==> src/rtl/tm1638_cmd_sequencer.sv <==
// Frame sequencer for the TM1638: walks a snapshot of the display register image and emits
// data-mode, address+data, display-control and key-read command words for the serial driver.
module tm1638_cmd_sequencer #(
    parameter int NUM_REGS       = 16,
    parameter bit SKIP_UNCHANGED = 1'b1
) (
    input  logic                  clk,
    input  logic                  rst,
    input  logic                  start,
    input  logic                  show,
    input  logic [2:0]            brightness,
    input  logic                  read_keys,
    input  logic [8*NUM_REGS-1:0] regs,
    output logic [17:0]           cmd,
    output logic                  cmd_valid,
    input  logic                  cmd_ready,
    output logic                  busy,
    output logic                  done
);

    localparam logic [17:0] DATA_WRITE_CMD = 18'h00044;
    localparam logic [17:0] KEY_READ_CMD   = 18'h20046;
    localparam logic [3:0]  LAST_IDX       = 4'(NUM_REGS - 1);

    typedef enum logic [2:0] {IDLE, DATA_CMD, REGS, CTRL, READ, DONE} state_t;

    state_t      state;
    logic [3:0]  idx;
    logic        first;
    logic [7:0]  snap_regs [NUM_REGS];
    logic [7:0]  last_sent [NUM_REGS];
    logic        snap_show;
    logic [2:0]  snap_brightness;
    logic        snap_read_keys;
    logic [3:0]  last_ctrl;

    logic        accept_start;
    logic        advance;
    logic [3:0]  load_idx;
    logic [7:0]  load_data;
    logic        load_skip;
    logic        ctrl_skip;
    logic [17:0] load_word;
    logic [17:0] ctrl_word;

    // Outputs are registered, so the item to present next is prepared from the
    // index following the one currently on the bus.
    always_comb begin
        accept_start = start && (state == IDLE || state == DONE);
        advance      = !cmd_valid || cmd_ready;
        load_idx     = (state == REGS && idx != LAST_IDX) ? idx + 4'd1 : 4'd0;
        load_data    = snap_regs[load_idx];
        load_word    = {1'b0, 1'b1, load_data, 2'b11, 2'b00, load_idx};
        load_skip    = SKIP_UNCHANGED && !first && (load_data == last_sent[load_idx]);
        ctrl_word    = {10'h000, 2'b10, 2'b00, snap_show, snap_brightness};
        ctrl_skip    = SKIP_UNCHANGED && !first && ({snap_show, snap_brightness} == last_ctrl);
    end

    // NOTE: the snapshot array carries no reset; it is always loaded at frame start
    // before anything reads it, so a reset would only cost flops and routing.
    always_ff @(posedge clk) begin
        if (accept_start) begin
            for (int i = 0; i < NUM_REGS; i++) begin
                snap_regs[i] <= regs[8*i +: 8];
            end
            snap_show       <= show;
            snap_brightness <= brightness;
            snap_read_keys  <= read_keys;
        end
    end

    // NOTE: all state here uses non-blocking assignments so every branch sees the
    // pre-edge values of cmd, cmd_valid and idx regardless of statement order.
    always_ff @(posedge clk or posedge rst) begin
        if (rst) begin
            state     <= IDLE;
            idx       <= 4'd0;
            first     <= 1'b1;
            cmd       <= '0;
            cmd_valid <= 1'b0;
            busy      <= 1'b0;
            done      <= 1'b0;
            last_ctrl <= 4'd0;
            for (int i = 0; i < NUM_REGS; i++) begin
                last_sent[i] <= 8'd0;
            end
        end else begin
            done <= 1'b0;
            case (state)
                IDLE, DONE: begin
                    if (state == DONE) begin
                        first <= 1'b0;
                    end
                    if (accept_start) begin
                        state     <= DATA_CMD;
                        idx       <= 4'd0;
                        cmd       <= DATA_WRITE_CMD;
                        cmd_valid <= 1'b1;
                        busy      <= 1'b1;
                    end else begin
                        state <= IDLE;
                    end
                end
                DATA_CMD: begin
                    if (cmd_ready) begin
                        state     <= REGS;
                        idx       <= load_idx;
                        cmd       <= load_skip ? '0 : load_word;
                        cmd_valid <= !load_skip;
                    end
                end
                REGS: begin
                    if (advance) begin
                        if (cmd_valid) begin
                            last_sent[idx] <= cmd[15:8];
                        end
                        if (idx == LAST_IDX) begin
                            state     <= CTRL;
                            cmd       <= ctrl_skip ? '0 : ctrl_word;
                            cmd_valid <= !ctrl_skip;
                        end else begin
                            idx       <= load_idx;
                            cmd       <= load_skip ? '0 : load_word;
                            cmd_valid <= !load_skip;
                        end
                    end
                end
                CTRL: begin
                    if (advance) begin
                        if (cmd_valid) begin
                            last_ctrl <= cmd[3:0];
                        end
                        state     <= READ;
                        cmd       <= snap_read_keys ? KEY_READ_CMD : '0;
                        cmd_valid <= snap_read_keys;
                    end
                end
                READ: begin
                    if (advance) begin
                        state     <= DONE;
                        cmd       <= '0;
                        cmd_valid <= 1'b0;
                        busy      <= 1'b0;
                        done      <= 1'b1;
                    end
                end
                default: state <= IDLE;
            endcase
        end
    end

endmodule

==> config.mk <==
export PLATFORM = sky130hd
export DESIGN_NAME = tm1638_cmd_sequencer
export DESIGN_NICKNAME = d
export VERILOG_FILES = /design/src/rtl/tm1638_cmd_sequencer.sv
export SDC_FILE = /design/constraint.sdc
export NUM_CORES = 1
export LEC_CHECK = 0
export BUFFER_PORTS_ARGS = -buffer_cell sky130_fd_sc_hd__buf_2
export CAP_MARGIN = 15
export CORE_ASPECT_RATIO = 1.4
export CORE_MARGIN = 5
export CORE_UTILIZATION = 49
export DETAILED_ROUTE_END_ITERATION = 16
export PLACE_DENSITY = 0.72
export SKIP_CTS_REPAIR_TIMING = 1
export SLEW_MARGIN = 20
export SYNTH_ARGS = -nofsm -noshare
export SYNTH_HDL_FRONTEND = slang
export SYNTH_SLANG_ARGS = --single-unit
==> constraint.sdc <==
create_clock -name clk -period 14.4 [get_ports clk]
set_input_delay 0.72 -clock clk [delete_from_list [all_inputs] [get_ports clk]]
set_output_delay 0.72 -clock clk [all_outputs]
set_load 0.01 [all_outputs]
---- After elaboration in Yosys (flattened, before gate mapping) ----
Memories as Yosys holds them, arrays and structs flattened.
Index checks and enable logic that the tools add are counted.
word-level totals
  input bits .............................. 137
  memories kept ........................... 1
  bits in latches ......................... 0
  flip-flop bits (word level) ............. 166
  memory bits (writable) .................. 128
  output and inout bits ................... 21
  memory bits (read-only) ................. 0
memory list
  name       words  bits a word  rd ports  clocked after memory_dff  wr ports  line  text
  snap_regs  16     8            1         0                         16        30    logic [7:0] snap_regs [NUM_REGS];
operators by class
  multipliers ............................. 0
  divide/modulo/power cells ............... 0
  $add $sub $neg .......................... 1
  muxes and demuxes ....................... 41
  reduce and logical (&&, ||, !) cells .... 23
  bitwise gates (word level) .............. 2
  equal/unequal tests ..................... 16
  shift-type cells ........................ 0
  order comparisons ....................... 3
operators with widths
  operator                                                    number
  bitwise mux 128 bit                                         1
  2-to-1 mux 18 bit                                           6
  case mux 18 bit (5 select lines)                            1
  2-to-1 mux 17 bit                                           2
  binary-select mux 8 bit (select 4 bit)                      1
  demux 8 bit (select 4 bit)                                  1
  2-to-1 mux 8 bit                                            4
  2-to-1 mux 4 bit                                            5
  2-to-1 mux 3 bit                                            5
  case mux 3 bit (5 select lines)                             1
  != test 2 bit, second input constant                        6
  case mux 4 bit (3 select lines)                             1
  2-to-1 mux 1 bit                                            11
  >= comparator 5 bit, second input constant                  2
  inverter 4 -> 5 bit                                         2
  AND reduction 5 bit                                         2
  AND reduction 3 bit                                         3
  == test 8 bit                                               1
  == test 3 x 2 -> 1 bit, second input constant               2
  == test 3 bit, second input constant                        2
  AND reduction 6 bit                                         1
  logical AND 1 bit                                           5
  less-than comparator 5 x 1 -> 1 bit, second input constant  1
  case mux 1 bit (5 select lines)                             1
  other kinds (15)                                            19

---- Longest topological paths before layout ----
Gate-level depths: netlist of the first run.
  depth in word-level cells ............... 13
  mapped depth ............................ 18
  depth with buffers taken out ............ 11

---- Least setup slack after synthesis of the first run ----
No wires, ideal clock.
  path kind ............................... flip-flop to flip-flop
  start point ............................. register state[0]
  end point ............................... register snap_brightness[0] (enable)
  library setup time ...................... 0.816 ns
  period minus slack after synthesis ...... 11.371 ns
  arrival ................................. 10.555 ns
  cell stages (with the launch flop) ...... 5
  slack ................................... 3.029 ns
  path buffers ............................ 1
  cell sequence ........................... dfrtp_1 -> clkbuf_1 -> nor2_1 -> nand2b_1 -> nor3b_1
between the ends
  cells in the longest elaborated chain, start to end .. 3
  elaborated cells between the ends (all ways) .. 4
RTL lines
  what                                                       line  text
  start, declared                                            27    state_t state;
  start signal, assigned                                     76    state <= IDLE;
  start signal, assigned                                     95    state <= DATA_CMD;
  start signal, assigned                                     101   state <= IDLE;
  == test 3 bit / logical NOT 3 bit (equally long branches)  49    accept_start = start && (state == IDLE || state == DONE);
  logical OR 1 bit *                                         49
  logical AND 1 bit *                                        49
  via accept_start                                           37    logic accept_start;
  end signal, assigned                                       67    snap_brightness <= brightness;
  end, declared                                              33    logic [2:0] snap_brightness;
Mark *: on every way through the listed nets, which the timed path passes. The rest lies on a longest branch.
A chain may end at the register's enable or synchronous reset.

---- Final worst setup path of the first run ----
  start point ............................. register idx[0]
  end point ............................... register cmd[1]
between the ends
  cells in the longest elaborated chain, start to end .. 13
  elaborated cells between the ends (all ways) .. 17
RTL lines
  what                                                                           line  text
  start, declared                                                                28    logic [3:0] idx;
  start signal, assigned                                                         107   idx <= load_idx;
  start signal, assigned                                                         122   idx <= load_idx;
  parallel branches: the longest is 12 deep, another holds adder 4 x 1 -> 4 bit  n/a
  case mux 18 bit (5 select lines) *                                             89    case (state)
  end signal, assigned                                                           108   cmd <= load_skip ? '0 : load_word;
  end signal, assigned                                                           119   cmd <= ctrl_skip ? '0 : ctrl_word;
  end signal, assigned                                                           123   cmd <= load_skip ? '0 : load_word;
  end, declared                                                                  14    output logic [17:0] cmd,
Mark *: on every way between the ends. The select of a mux whose other input is x is not followed.

==> tab_implementation.tex, run 1 <==
\begin{tabular}{lr}
\hline
Metric & Value \\
\hline
\multicolumn{2}{l}{\textbf{Critical path}} \\
Setup slack on the worst flop-to-flop path & 8.85 ns \\
Category of cells accounting for the largest share of critical-path delay & simple AND/OR/NAND/NOR gates \\
Launch instance of the worst register-to-register path & idx[0] \\
Delay of the slowest critical-path stage & 0.87 ns \\
Critical Path, Cell by Cell & clkinv\_1, ha\_2, buf\_4, inv\_1, nor4\_1, o21ai\_0, a221oi\_1, nor3\_1, xor2\_1, or3\_1, or4b\_1, a221o\_1 \\
Crit path buffers/inverters & 3 \\
RR Endpoint & cmd[1] \\
Maximum net fanout on the critical path & 67 \\
Endpoint type of the worst setup path & flop \\
Worst reg2reg path depth & 12 \\
First element of the critical path & idx[0] \\
Arrival time worst endpoint & 5.96 ns \\
Data required, critical path & 14.82 ns \\
Worst Setup Path Type & reg -> reg \\
Highest-delay cell along the critical path & sky130\_fd\_sc\_hd\_\_dfrtp\_4 \\
Critical path launch point type & flop \\
\multicolumn{2}{l}{\textbf{Global route}} \\
GRT Total Usage & 0.221 \\
Pin count of the biggest net entering global routing & 87 \\
Vias in the first global route & 9530 \\
Leftover overflow at the end of global routing & 0 \\
Number of antenna violations at the first check in global routing & 0 \\
Global-route wire length before repair & 53.6 mm \\
\multicolumn{2}{l}{\textbf{Detailed routing}} \\
Starting DRC count in detailed routing & 686 \\
Mean routed wirelength per cell & 22.1 um \\
Met3 Routed Length & 2.09 mm \\
Overall routed net length & 34.1 mm \\
Highest routing layer actually used & met4 \\
Routed wl met2 & 17.1 mm \\
Total vias in the final route & 9344 \\
DRC violation count after routing & 0 \\
Detailed-route vias per instance & 6.06 \\
Post-route antenna net violation count & 0 \\
Met1 WL & 13.9 mm \\
Number of detailed-routing iterations run before antenna repair & 5 \\
\multicolumn{2}{l}{\textbf{Clocking}} \\
H-tree lvl count & 1 \\
Clk slew on worst S/H paths & 0.07 ns \\
Clk buf depth & 3 \\
Total number of clock tree sinks & 292 \\
Number of CTS-inserted buffers & 27 \\
TritonCTS clock tree & built \\
CTS Root Buffer Type & sky130\_fd\_sc\_hd\_\_clkbuf\_16 \\
Insertion delay to the later sink of the worst-skew pair & 0.53 ns \\
\multicolumn{2}{l}{\textbf{Synth}} \\
Post-synthesis sequential element count & 292 \\
Sequential share of the synthesized area & 0.598 \\
Fraction of synthesis flops using an asynchronous set or reset pin & 0.545 \\
Number of flops mapped to enable cells by yosys & 133 \\
Main flop type after synthesis & sky130\_fd\_sc\_hd\_\_dfrtp\_1 \\
Unique masters post-synth & 65 \\
Number of warnings printed during yosys synthesis & 0 \\
Mapped cell area & 13300 um\^{}2 \\
Synthesized instance count & 1030 \\
Avg Inst Size Synth & 12.9 um\^{}2 \\
\multicolumn{2}{l}{\textbf{Cells and area}} \\
Final std cells w/o fill & 1541 \\
Number of inserted filler cells in the final layout & 2234 \\
Count of inserted antenna diode cells & 0 \\
Layout cells sized above 1 & 0.321 \\
Final-stage net count & 1297 \\
Leading cell type in the layout, fill and taps excluded & sky130\_fd\_sc\_hd\_\_dfrtp\_1 \\
Relative area change from synthesis to final layout & 14.7\% \\
Share of the core filled with cells & 0.570 \\
Commonest non-fill, non-tap cells in the layout & 157 x sky130\_fd\_sc\_hd\_\_dfrtp\_1, 155 x sky130\_fd\_sc\_hd\_\_buf\_2, 144 x sky130\_fd\_sc\_hd\_\_mux2\_2 \\
\multicolumn{2}{l}{\textbf{Run}} \\
Max-cap check violation count & 0 \\
\multicolumn{2}{l}{\textbf{Placed design}} \\
Routability congestion estimate & 0.848 \\
Detail Placement HPWL & 22.8 mm \\
Number of port buffers & 155 \\
Placed instance count & 1492 \\
\multicolumn{2}{l}{\textbf{Power}} \\
Total power density per cell area & 174 nW/um\^{}2 \\
Worst VDD drop & 178 uV \\
Lkg Pwr & 6.36 nW \\
Overall power consumption & 2.67 mW \\
\multicolumn{2}{l}{\textbf{STA}} \\
Fin. max-slew vios & 0 \\
Fin Setup TNS & 0 ns \\
Maximum achievable frequency & 0.180 GHz \\
Final Hold Violating Endpoints & 0 \\
Largest clock skew in the final design & 0.0153 ns \\
Final setup fails & 0 \\
Setup repair after global routing missed its margin & false \\
Min Tclk post-route & 5.55 ns \\
Transition time at the pin with the least slew margin & 1.09 ns \\
Slew headroom & 0.276 \\
Tcrit/Tclk final & 0.385 \\
\multicolumn{2}{l}{\textbf{Worst hold path}} \\
Class of the most critical hold timing path & in -> async \\
\multicolumn{2}{l}{\textbf{Floorplan}} \\
Die area & 30700 um\^{}2 \\
FP Rows & 71 \\
Width of the die & 149 um \\
Area of the placeable core & 26800 um\^{}2 \\
Starting density of the core & 0.497 \\
Number of ports placed on the die boundary & 158 \\
Overall die height & 205 um \\
\multicolumn{2}{l}{\textbf{Run status}} \\
Status & completed \\
\hline
\end{tabular}
## registers in the layout (all words and copies together) (netlist names), 3 cells and up
name	count
last_sent	128
snap_regs	128
cmd	16
idx	4
last_ctrl	4
snap_brightness	3
state	3
## Yosys cell counts, types with 3 or more instances
cell                        number  share of area
sky130_fd_sc_hd__nand2b_1        8         0.0038
sky130_fd_sc_hd__a31oi_1         7         0.0033
sky130_fd_sc_hd__o41ai_1         4         0.0026
sky130_fd_sc_hd__or3_1           8         0.0038
sky130_fd_sc_hd__a211oi_1       21          0.012
sky130_fd_sc_hd__nor4_1          5         0.0023
sky130_fd_sc_hd__mux2i_1        38          0.029
sky130_fd_sc_hd__nor2_1         35         0.0099
sky130_fd_sc_hd__buf_2          18         0.0068
sky130_fd_sc_hd__a22oi_1         9         0.0051
sky130_fd_sc_hd__and2_1         10         0.0047
sky130_fd_sc_hd__nand4_1        11         0.0052
sky130_fd_sc_hd__a221o_1         3         0.0023
sky130_fd_sc_hd__inv_1          11         0.0031
sky130_fd_sc_hd__o211ai_1       12         0.0068
sky130_fd_sc_hd__o22ai_1        13         0.0061
sky130_fd_sc_hd__o32a_1          3         0.0023
sky130_fd_sc_hd__nand3_1        29          0.011
sky130_fd_sc_hd__ha_1            4         0.0038
sky130_fd_sc_hd__o21ai_0        48          0.018
sky130_fd_sc_hd__o32ai_1         6         0.0039
sky130_fd_sc_hd__xor2_1          6         0.0039
sky130_fd_sc_hd__o21ai_1         4         0.0015
sky130_fd_sc_hd__clkbuf_1       45          0.013
sky130_fd_sc_hd__nor3_1         17         0.0064
sky130_fd_sc_hd__o221ai_1        5         0.0033
sky130_fd_sc_hd__xnor2_1        12         0.0079
sky130_fd_sc_hd__a221oi_1       19          0.012
sky130_fd_sc_hd__nor2b_1         9         0.0042
sky130_fd_sc_hd__a32oi_1        13         0.0085
sky130_fd_sc_hd__nor3b_1         3         0.0017
sky130_fd_sc_hd__dfrtp_1       158           0.30
sky130_fd_sc_hd__mux2_2        144           0.12
sky130_fd_sc_hd__a2bb2oi_1       6         0.0039
sky130_fd_sc_hd__a21o_1          4         0.0023
sky130_fd_sc_hd__o31ai_1         9         0.0051
sky130_fd_sc_hd__a32o_1         11         0.0083
sky130_fd_sc_hd__a21oi_1        50          0.019
sky130_fd_sc_hd__buf_1          12         0.0034
sky130_fd_sc_hd__edfxtp_1      133           0.30
sky130_fd_sc_hd__nand2_1        36          0.010
## worst register-to-register path, stage by stage (launching register included)
cell and delay (ns):
sky130_fd_sc_hd__dfrtp_4 0.87, sky130_fd_sc_hd__clkinv_1 0.23, sky130_fd_sc_hd__ha_2 0.37, sky130_fd_sc_hd__buf_4 0.65, sky130_fd_sc_hd__inv_1 0.64, sky130_fd_sc_hd__nor4_1 0.46
sky130_fd_sc_hd__o21ai_0 0.13, sky130_fd_sc_hd__a221oi_1 0.32, sky130_fd_sc_hd__nor3_1 0.14, sky130_fd_sc_hd__xor2_1 0.17, sky130_fd_sc_hd__or3_1 0.39, sky130_fd_sc_hd__or4b_1 0.72
sky130_fd_sc_hd__a221o_1 0.36
## kinds of logic (layout without fill, tap and decap cells)
| logic type | after synthesis | count (layout) | synth area share |
|---|---|---|---|
| DFF | 292 | 292 | 0.598 |
| AOI/OAI and AO/OA | 258 | 258 | 0.134 |
| muxes | 184 | 184 | 0.154 |
| and+or+nand+nor | 184 | 184 | 0.0715 |
| buffers and inverters | 89 | 234 | 0.0273 |
| xor gates and xnor gates | 18 | 18 | 0.0118 |
| adders and majority gates | 4 | 4 | 0.00375 |
| other | 1 | 2 | 0.000281 |
## metal layers
metal  up-vias  track usage
met2       372        0.372
met4         0       0.0729
li1       4229            -
met3        71       0.0321
met5         -            0
met1      4672        0.296
## power by group
| part | leakage, nW | switching (mW) | internal, mW |
|---|---|---|---|
| sequential | 3.44 | 0.106 | 1.04 |
| clock | 0.408 | 0.302 | 0.400 |
| combinational | 2.52 | 0.534 | 0.288 |
## layout make-up
class | count | area [um^2] | area share
sequential | 292 | 7980 | 0.522
multi-input combinational | 650 | 5030 | 0.329
timing repair buffer | 173 | 911 | 0.0595
clock buffer | 33 | 698 | 0.0456
tap | 365 | 457 | 0.0299
clock inverter | 16 | 169 | 0.0110
inverter | 12 | 50.0 | 0.00327
## worst max-delay path by stage
stage	endpoint	slack [ns]	cells after the start
2_1_floorplan	snap_brightness[0]	3.03	4
3_3_place_gp	cmd[1]	9.13	12
3_5_place_dp	cmd[1]	8.96	12
4_1_cts	cmd[1]	8.91	12
5_1_grt	cmd[16]	8.46	12
6_report	cmd[1]	8.85	12
## metrics by stage
stage	setup WS, ns	cell area [um^2]	hold WS, ns
floorplan	3.03	13300	0.446
global placement	9.13	14400	0.478
detailed placement	8.96	14400	0.484
CTS	8.91	15300	0.347
global route	8.46	15300	0.344
finish	8.85	15300	0.297
No activity file was read; power rests on OpenSTA's default activity.
==> inputs of run 2 (changes only) <==
--- a/config.mk
+++ b/config.mk
@@ -11,7 +11,7 @@
 export CORE_MARGIN = 5
 export CORE_UTILIZATION = 49
 export DETAILED_ROUTE_END_ITERATION = 16
-export PLACE_DENSITY = 0.72
+export PLACE_DENSITY = 0.75
 export SKIP_CTS_REPAIR_TIMING = 1
 export SLEW_MARGIN = 20
 export SYNTH_ARGS = -nofsm -noshare
==> constraint.sdc (replaced) <==
create_clock -name clk -period 4.6 [get_ports clk]
set_input_delay 0.23 -clock clk [delete_from_list [all_inputs] [get_ports clk]]
set_output_delay 0.23 -clock clk [all_outputs]
set_load 0.01 [all_outputs]
==> tab_implementation.tex, run 2 (synthesis results as in run 1) <==
\begin{tabular}{lr}
\hline
Metric & Value \\
\hline
\multicolumn{2}{l}{\textbf{Cells and area}} \\
Count of inserted antenna diode cells & 0 (unchanged) \\
Layout cells sized above 1 & 0.302 (was 0.321) \\
Commonest non-fill, non-tap cells in the layout & 157 x sky130\_fd\_sc\_hd\_\_dfrtp\_1, 155 x sky130\_fd\_sc\_hd\_\_buf\_2, 144 x sky130\_fd\_sc\_hd\_\_mux2\_2 (unchanged) \\
Final std cells w/o fill & 1705 (was 1541) \\
Registers with the most flip-flops & last\_sent (128), snap\_regs (128), cmd (16) (unchanged) \\
Number of inserted filler cells in the final layout & 1985 (was 2234) \\
Relative area change from synthesis to final layout & 26.8\% (was 14.7\%) \\
Leading cell type in the layout, fill and taps excluded & sky130\_fd\_sc\_hd\_\_dfrtp\_1 (unchanged) \\
Final-stage net count & 1460 (was 1297) \\
\multicolumn{2}{l}{\textbf{STA}} \\
Final setup fails & 0 (unchanged) \\
Largest clock skew in the final design & 0.0137 ns (was 0.0153 ns) \\
Fin. max-slew vios & 0 (unchanged) \\
Min Tclk post-route & 4.25 ns (was 5.55 ns) \\
Slew headroom & 0.256 (was 0.276) \\
Setup WS post-layout & 0.350 ns (was 8.85 ns) \\
Maximum achievable frequency & 0.235 GHz (was 0.180 GHz) \\
Fin Setup TNS & 0 ns (unchanged) \\
Final Hold Violating Endpoints & 0 (unchanged) \\
Tcrit/Tclk final & 0.924 (was 0.385) \\
Setup repair after global routing missed its margin & false (unchanged) \\
Transition time at the pin with the least slew margin & 1.11 ns (was 1.09 ns) \\
\multicolumn{2}{l}{\textbf{Power}} \\
Worst VDD drop & 567 uV (was 178 uV) \\
Overall power consumption & 8.76 mW (was 2.67 mW) \\
Lkg Pwr & 7.10 nW (was 6.36 nW) \\
Total power density per cell area & 518 nW/um\^{}2 (was 174 nW/um\^{}2) \\
\multicolumn{2}{l}{\textbf{Floorplan}} \\
Number of ports placed on the die boundary & 158 (unchanged) \\
FP Rows & 71 (unchanged) \\
Area of the placeable core & 26800 um\^{}2 (unchanged) \\
Overall die height & 205 um (unchanged) \\
Width of the die & 149 um (unchanged) \\
Starting density of the core & 0.497 (unchanged) \\
Die area & 30700 um\^{}2 (unchanged) \\
\multicolumn{2}{l}{\textbf{Critical path}} \\
Worst reg2reg path depth & 11 (was 12) \\
Maximum net fanout on the critical path & 52 (was 67) \\
Data required, critical path & 5.02 ns (was 14.82 ns) \\
Worst Setup Path Type & reg -> reg (unchanged) \\
Endpoint type of the worst setup path & flop (unchanged) \\
Setup slack on the worst flop-to-flop path & 0.35 ns (was 8.85 ns) \\
Launch instance of the worst register-to-register path & idx[0] (unchanged) \\
Critical path launch point type & flop (unchanged) \\
RR Endpoint & cmd[1] (unchanged) \\
Arrival time worst endpoint & 4.67 ns (was 5.96 ns) \\
\multicolumn{2}{l}{\textbf{Detailed routing}} \\
Post-route antenna net violation count & 0 (unchanged) \\
Total vias in the final route & 10400 (was 9344) \\
Mean routed wirelength per cell & 23.7 um (was 22.1 um) \\
DRC violation count after routing & 0 (unchanged) \\
Overall routed net length & 40.5 mm (was 34.1 mm) \\
Starting DRC count in detailed routing & 926 (was 686) \\
Number of detailed-routing iterations run before antenna repair & 5 (unchanged) \\
Detailed-route vias per instance & 6.10 (was 6.06) \\
\multicolumn{2}{l}{\textbf{Global route}} \\
Global-route wire length before repair & 55.9 mm (was 53.6 mm) \\
Number of antenna violations at the first check in global routing & 0 (unchanged) \\
Pin count of the biggest net entering global routing & 76 (was 87) \\
Leftover overflow at the end of global routing & 0 (unchanged) \\
Vias in the first global route & 9991 (was 9530) \\
GRT Total Usage & 0.233 (was 0.221) \\
\multicolumn{2}{l}{\textbf{Worst hold path}} \\
Hold-critical path depth & 3 \\
Hold path start & cmd\_ready \\
Class of the most critical hold timing path & in -> reg (was in -> async) \\
Sink of the worst hold path & state[1] \\
\multicolumn{2}{l}{\textbf{Placed design}} \\
Detail Placement HPWL & 24.4 mm (was 22.8 mm) \\
Placed instance count & 1521 (was 1492) \\
Routability congestion estimate & 0.901 (was 0.848) \\
Worst setup timing slack at the placement stage & 0.264 ns (was 8.96 ns) \\
Number of port buffers & 155 (unchanged) \\
\multicolumn{2}{l}{\textbf{Clocking}} \\
Total number of clock tree sinks & 292 (unchanged) \\
Clk slew on worst S/H paths & 0.07 ns (about the same) \\
Number of CTS-inserted buffers & 27 (unchanged) \\
CTS Root Buffer Type & sky130\_fd\_sc\_hd\_\_clkbuf\_16 (unchanged) \\
Clk buf depth & 3 (unchanged) \\
TritonCTS clock tree & built (unchanged) \\
Insertion delay to the later sink of the worst-skew pair & 0.54 ns (was 0.53 ns) \\
H-tree lvl count & 1 (unchanged) \\
\multicolumn{2}{l}{\textbf{Run}} \\
Max-cap check violation count & 0 (unchanged) \\
\multicolumn{2}{l}{\textbf{Run status}} \\
Status & completed (unchanged) \\
\hline
\end{tabular}
## run 2: cell types whose count changed in the layout (fill, tap and decap cells not counted), sizes merged
cell	change
dlygate4sd3	+134
clkbuf	+1
clkinv	+3
inv	+1
clkinvlp	-4
buf	+29
## run 2: stage by stage
stage	area [um^2]	hold slack (ns)	util
floorplan	13400	0.329	-
global placement	14700	0.384	0.548
detailed placement	14700	0.388	0.548
CTS	15600	-0.169	0.580
global route	16900	0.0201	0.630
finish	16900	0.00753	0.630
## run 2: how the worst max path moves through the flow
stage | startpoint | endpoint | slack [ns] | depth (start not counted)
floorplan | state[2] | snap_brightness[0] | 0.009 | 5
global placement | idx[0] | cmd[1] | 0.28 | 10
detailed placement | idx[0] | cmd[1] | 0.26 | 10
CTS | idx[0] | cmd[1] | 0.22 | 10
global route | idx[0] | cmd[1] | 0.15 | 11
finish | idx[0] | cmd[1] | 0.35 | 11
## run 2: routing by layer
layer,track usage,wire length [um],vias up
met5,0,0,-
met4,0.101,1980,0
met3,0.0341,2920,131
met2,0.400,21100,560
met1,0.295,14500,5156
li1,-,-,4561
## run 2: layout make-up
cell class | count | area (um^2) | area share
clock inverter | 16 | 160 | 0.00947
clock buffer | 34 | 702 | 0.0415
tap | 365 | 457 | 0.0270
sequential | 292 | 7980 | 0.472
timing repair buffer | 336 | 2510 | 0.148
multi-input combinational | 650 | 5050 | 0.299
inverter | 12 | 50.0 | 0.00296
## run 2: critical path: stages, from the launching register on
cell and delay [ns]:
sky130_fd_sc_hd__dfrtp_4 0.43, sky130_fd_sc_hd__buf_4 0.57, sky130_fd_sc_hd__buf_4 0.45, sky130_fd_sc_hd__nand2_1 0.36, sky130_fd_sc_hd__o22ai_1 0.27, sky130_fd_sc_hd__o21ai_0 0.10, sky130_fd_sc_hd__o211ai_1 0.13, sky130_fd_sc_hd__o211ai_1 0.18
sky130_fd_sc_hd__xor2_1 0.17, sky130_fd_sc_hd__or3_1 0.40, sky130_fd_sc_hd__or4b_1 0.71, sky130_fd_sc_hd__a221o_1 0.35
## run 2: power by group
part           total [mW]  internal [mW]  switching, mW  leakage, nW
clock                2.24           1.25          0.988        0.418
combinational        3.01           1.13           1.88         3.24
sequential           3.51           3.24          0.266         3.44
total                8.76           5.63           3.14         7.10
==> inputs of run 3 (changes only) <==
--- a/config.mk
+++ b/config.mk
@@ -5,7 +5,8 @@
 export SDC_FILE = /design/constraint.sdc
 export NUM_CORES = 1
 export LEC_CHECK = 0
-export BUFFER_PORTS_ARGS = -buffer_cell sky130_fd_sc_hd__buf_2
+export ABC_CLOCK_PERIOD_IN_PS = 4600
+export BUFFER_PORTS_ARGS = -buffer_cell sky130_fd_sc_hd__buf_4
 export CAP_MARGIN = 15
 export CORE_ASPECT_RATIO = 1.4
 export CORE_MARGIN = 5
==> tab_implementation.tex, run 3 (synthesis results as in run 1) <==
\begin{tabular}{lr}
\hline
Metric & Value \\
\hline
\multicolumn{2}{l}{\textbf{Critical path}} \\
Worst reg2reg path depth & 12 (was 11) \\
Maximum net fanout on the critical path & 22 (was 52) \\
Data required, critical path & 5.02 ns (about the same) \\
Endpoint type of the worst setup path & flop (unchanged) \\
Arrival time worst endpoint & 4.73 ns (was 4.67 ns) \\
Worst Setup Path Type & reg -> reg (unchanged) \\
Critical path launch point type & flop (unchanged) \\
\multicolumn{2}{l}{\textbf{Clocking}} \\
Number of CTS-inserted buffers & 27 (unchanged) \\
Total number of clock tree sinks & 292 (unchanged) \\
Insertion delay to the later sink of the worst-skew pair & 0.54 ns (about the same) \\
TritonCTS clock tree & built (unchanged) \\
CTS Root Buffer Type & sky130\_fd\_sc\_hd\_\_clkbuf\_16 (unchanged) \\
H-tree lvl count & 1 (unchanged) \\
Clk buf depth & 3 (unchanged) \\
Clk slew on worst S/H paths & 0.07 ns (about the same) \\
\multicolumn{2}{l}{\textbf{Power}} \\
Total power density per cell area & 503 nW/um\^{}2 (was 518 nW/um\^{}2) \\
Internal portion of total power & 5.55 mW (was 5.63 mW) \\
Reg power frac & 0.406 (was 0.401) \\
Lkg Pwr & 7.17 nW (was 7.10 nW) \\
Portion of total power attributed to the clock network & 0.242 (was 0.256) \\
Overall power consumption & 8.66 mW (was 8.76 mW) \\
Net switching power figure & 3.11 mW (was 3.14 mW) \\
Portion of total power attributed to combinational logic & 0.352 (was 0.344) \\
Switching share of total power & 0.359 (was 0.358) \\
Worst VDD drop & 678 uV (was 567 uV) \\
\multicolumn{2}{l}{\textbf{Floorplan}} \\
Area of the placeable core & 26800 um\^{}2 (unchanged) \\
Starting density of the core & 0.497 (unchanged) \\
FP Rows & 71 (unchanged) \\
Overall die height & 205 um (unchanged) \\
Width of the die & 149 um (unchanged) \\
Number of ports placed on the die boundary & 158 (unchanged) \\
Die area & 30700 um\^{}2 (unchanged) \\
\multicolumn{2}{l}{\textbf{Cells and area}} \\
Layout cells sized above 1 & 0.297 (was 0.302) \\
Relative area change from synthesis to final layout & 29.2\% (was 26.8\%) \\
Commonest non-fill, non-tap cells in the layout & 199 x sky130\_fd\_sc\_hd\_\_buf\_4, 157 x sky130\_fd\_sc\_hd\_\_dfrtp\_1, 144 x sky130\_fd\_sc\_hd\_\_mux2\_2 (was 157 x sky130\_fd\_sc\_hd\_\_dfrtp\_1, 155 x sky130\_fd\_sc\_hd\_\_buf\_2, 144 x sky130\_fd\_sc\_hd\_\_mux2\_2) \\
Count of inserted antenna diode cells & 0 (unchanged) \\
Registers with the most flip-flops & last\_sent (128), snap\_regs (128), cmd (16) (unchanged) \\
Share of the core filled with cells & 0.642 (was 0.630) \\
Leading cell type in the layout, fill and taps excluded & sky130\_fd\_sc\_hd\_\_buf\_4 (was sky130\_fd\_sc\_hd\_\_dfrtp\_1) \\
Final-stage net count & 1461 (was 1460) \\
\multicolumn{2}{l}{\textbf{STA}} \\
Slew headroom & 0.422 (was 0.256) \\
Fin Setup TNS & 0 ns (unchanged) \\
Final Hold Violating Endpoints & 0 (unchanged) \\
Fin. max-slew vios & 0 (unchanged) \\
Min Tclk post-route & 4.31 ns (was 4.25 ns) \\
Largest clock skew in the final design & 0.0198 ns (was 0.0137 ns) \\
Tcrit/Tclk final & 0.937 (was 0.924) \\
Transition time at the pin with the least slew margin & 0.862 ns (was 1.11 ns) \\
Maximum achievable frequency & 0.232 GHz (was 0.235 GHz) \\
Final setup fails & 0 (unchanged) \\
Setup repair after global routing missed its margin & false (unchanged) \\
\multicolumn{2}{l}{\textbf{Global route}} \\
Leftover overflow at the end of global routing & 0 (unchanged) \\
Number of antenna violations at the first check in global routing & 0 (unchanged) \\
Pin count of the biggest net entering global routing & 104 (was 76) \\
GRT Total Usage & 0.231 (was 0.233) \\
Vias in the first global route & 9889 (was 9991) \\
Global-route wire length before repair & 55.5 mm (was 55.9 mm) \\
\multicolumn{2}{l}{\textbf{Detailed routing}} \\
Starting DRC count in detailed routing & 1008 (was 926) \\
Mean routed wirelength per cell & 23.4 um (was 23.7 um) \\
Post-route antenna net violation count & 0 (unchanged) \\
DRC violation count after routing & 0 (unchanged) \\
Detailed-route vias per instance & 6.09 (was 6.10) \\
Number of detailed-routing iterations run before antenna repair & 5 (unchanged) \\
Total vias in the final route & 10400 (about the same) \\
Overall routed net length & 39.9 mm (was 40.5 mm) \\
\multicolumn{2}{l}{\textbf{Placed design}} \\
Detail Placement HPWL & 24.7 mm (was 24.4 mm) \\
Number of port buffers & 155 (unchanged) \\
Routability congestion estimate & 0.939 (was 0.901) \\
\multicolumn{2}{l}{\textbf{Run status}} \\
Status & completed (unchanged) \\
\multicolumn{2}{l}{\textbf{Worst hold path}} \\
Class of the most critical hold timing path & in -> reg (unchanged) \\
Hold-critical path depth & 3 (unchanged) \\
\multicolumn{2}{l}{\textbf{Run}} \\
Max-cap check violation count & 0 (unchanged) \\
\hline
\end{tabular}
==> run 3: per-stage QoR <==
stage               cells  area [um^2]  hold slack [ns]  worst slack (ns)
floorplan            1031        13400            0.329           0.00944
global placement     1521        15100            0.396             0.493
detailed placement   1521        15100            0.397             0.464
CTS                  1569        15900           -0.179             0.429
global route         1704        17200           0.0670             0.168
finish               1704        17200           0.0501             0.291
==> run 3: routing by layer <==
layer,vias up,GRT usage,share of wire
met5,-,0,0
met4,0,0.0991,0.052
met3,135,0.0341,0.070
met2,574,0.397,0.51
met1,5117,0.292,0.36
li1,4552,-,-
==> run 3: path summary, 6_finish.rpt <==
check,startpoint,end,slack (ns)
worst max-delay path,idx[0],cmd[1],0.29
min in group asynchronous,rst,last_sent[47],0.35
worst max register to register,idx[0],cmd[1],0.29
worst min-delay path,start,busy,0.05
worst min register to register,last_sent[106],last_sent[106],0.50
max in group asynchronous,rst,idx[0],3.10
==> run 3: power groups by stage <==
stage / sequential, mW / clock (mW) / combinational (mW)
finish: 3.52 / 2.10 / 3.05
global placement: 3.53 / 0 / 2.81
global route: 3.55 / 2.22 / 3.25
floorplan: 3.48 / 0 / 1.91
CTS: 3.49 / 2.10 / 2.87
detailed placement: 3.54 / 0 / 2.85
==> run 3: critical path, cell delays in order, from the launching register on <==
cell and delay, ns:
sky130_fd_sc_hd__dfrtp_4 0.57, sky130_fd_sc_hd__ha_1 0.34, sky130_fd_sc_hd__and3_1 0.36, sky130_fd_sc_hd__nor2_4 0.28, sky130_fd_sc_hd__buf_4 0.36, sky130_fd_sc_hd__a211oi_1 0.14, sky130_fd_sc_hd__nor4_1 0.59, sky130_fd_sc_hd__buf_4 0.23
sky130_fd_sc_hd__xor2_1 0.14, sky130_fd_sc_hd__nand3_1 0.09, sky130_fd_sc_hd__o31ai_1 0.08, sky130_fd_sc_hd__or4b_1 0.65, sky130_fd_sc_hd__a221o_1 0.36
==> run 3: final cells by class <==
class                      instances  area (um^2)
inverter                          12         50.0
timing repair buffer             337         2910
fill                            1968         9600
tap                              365          457
multi-input combinational        650         5040
clock inverter                    14         95.1
sequential                       292         7980
clock buffer                      34          702
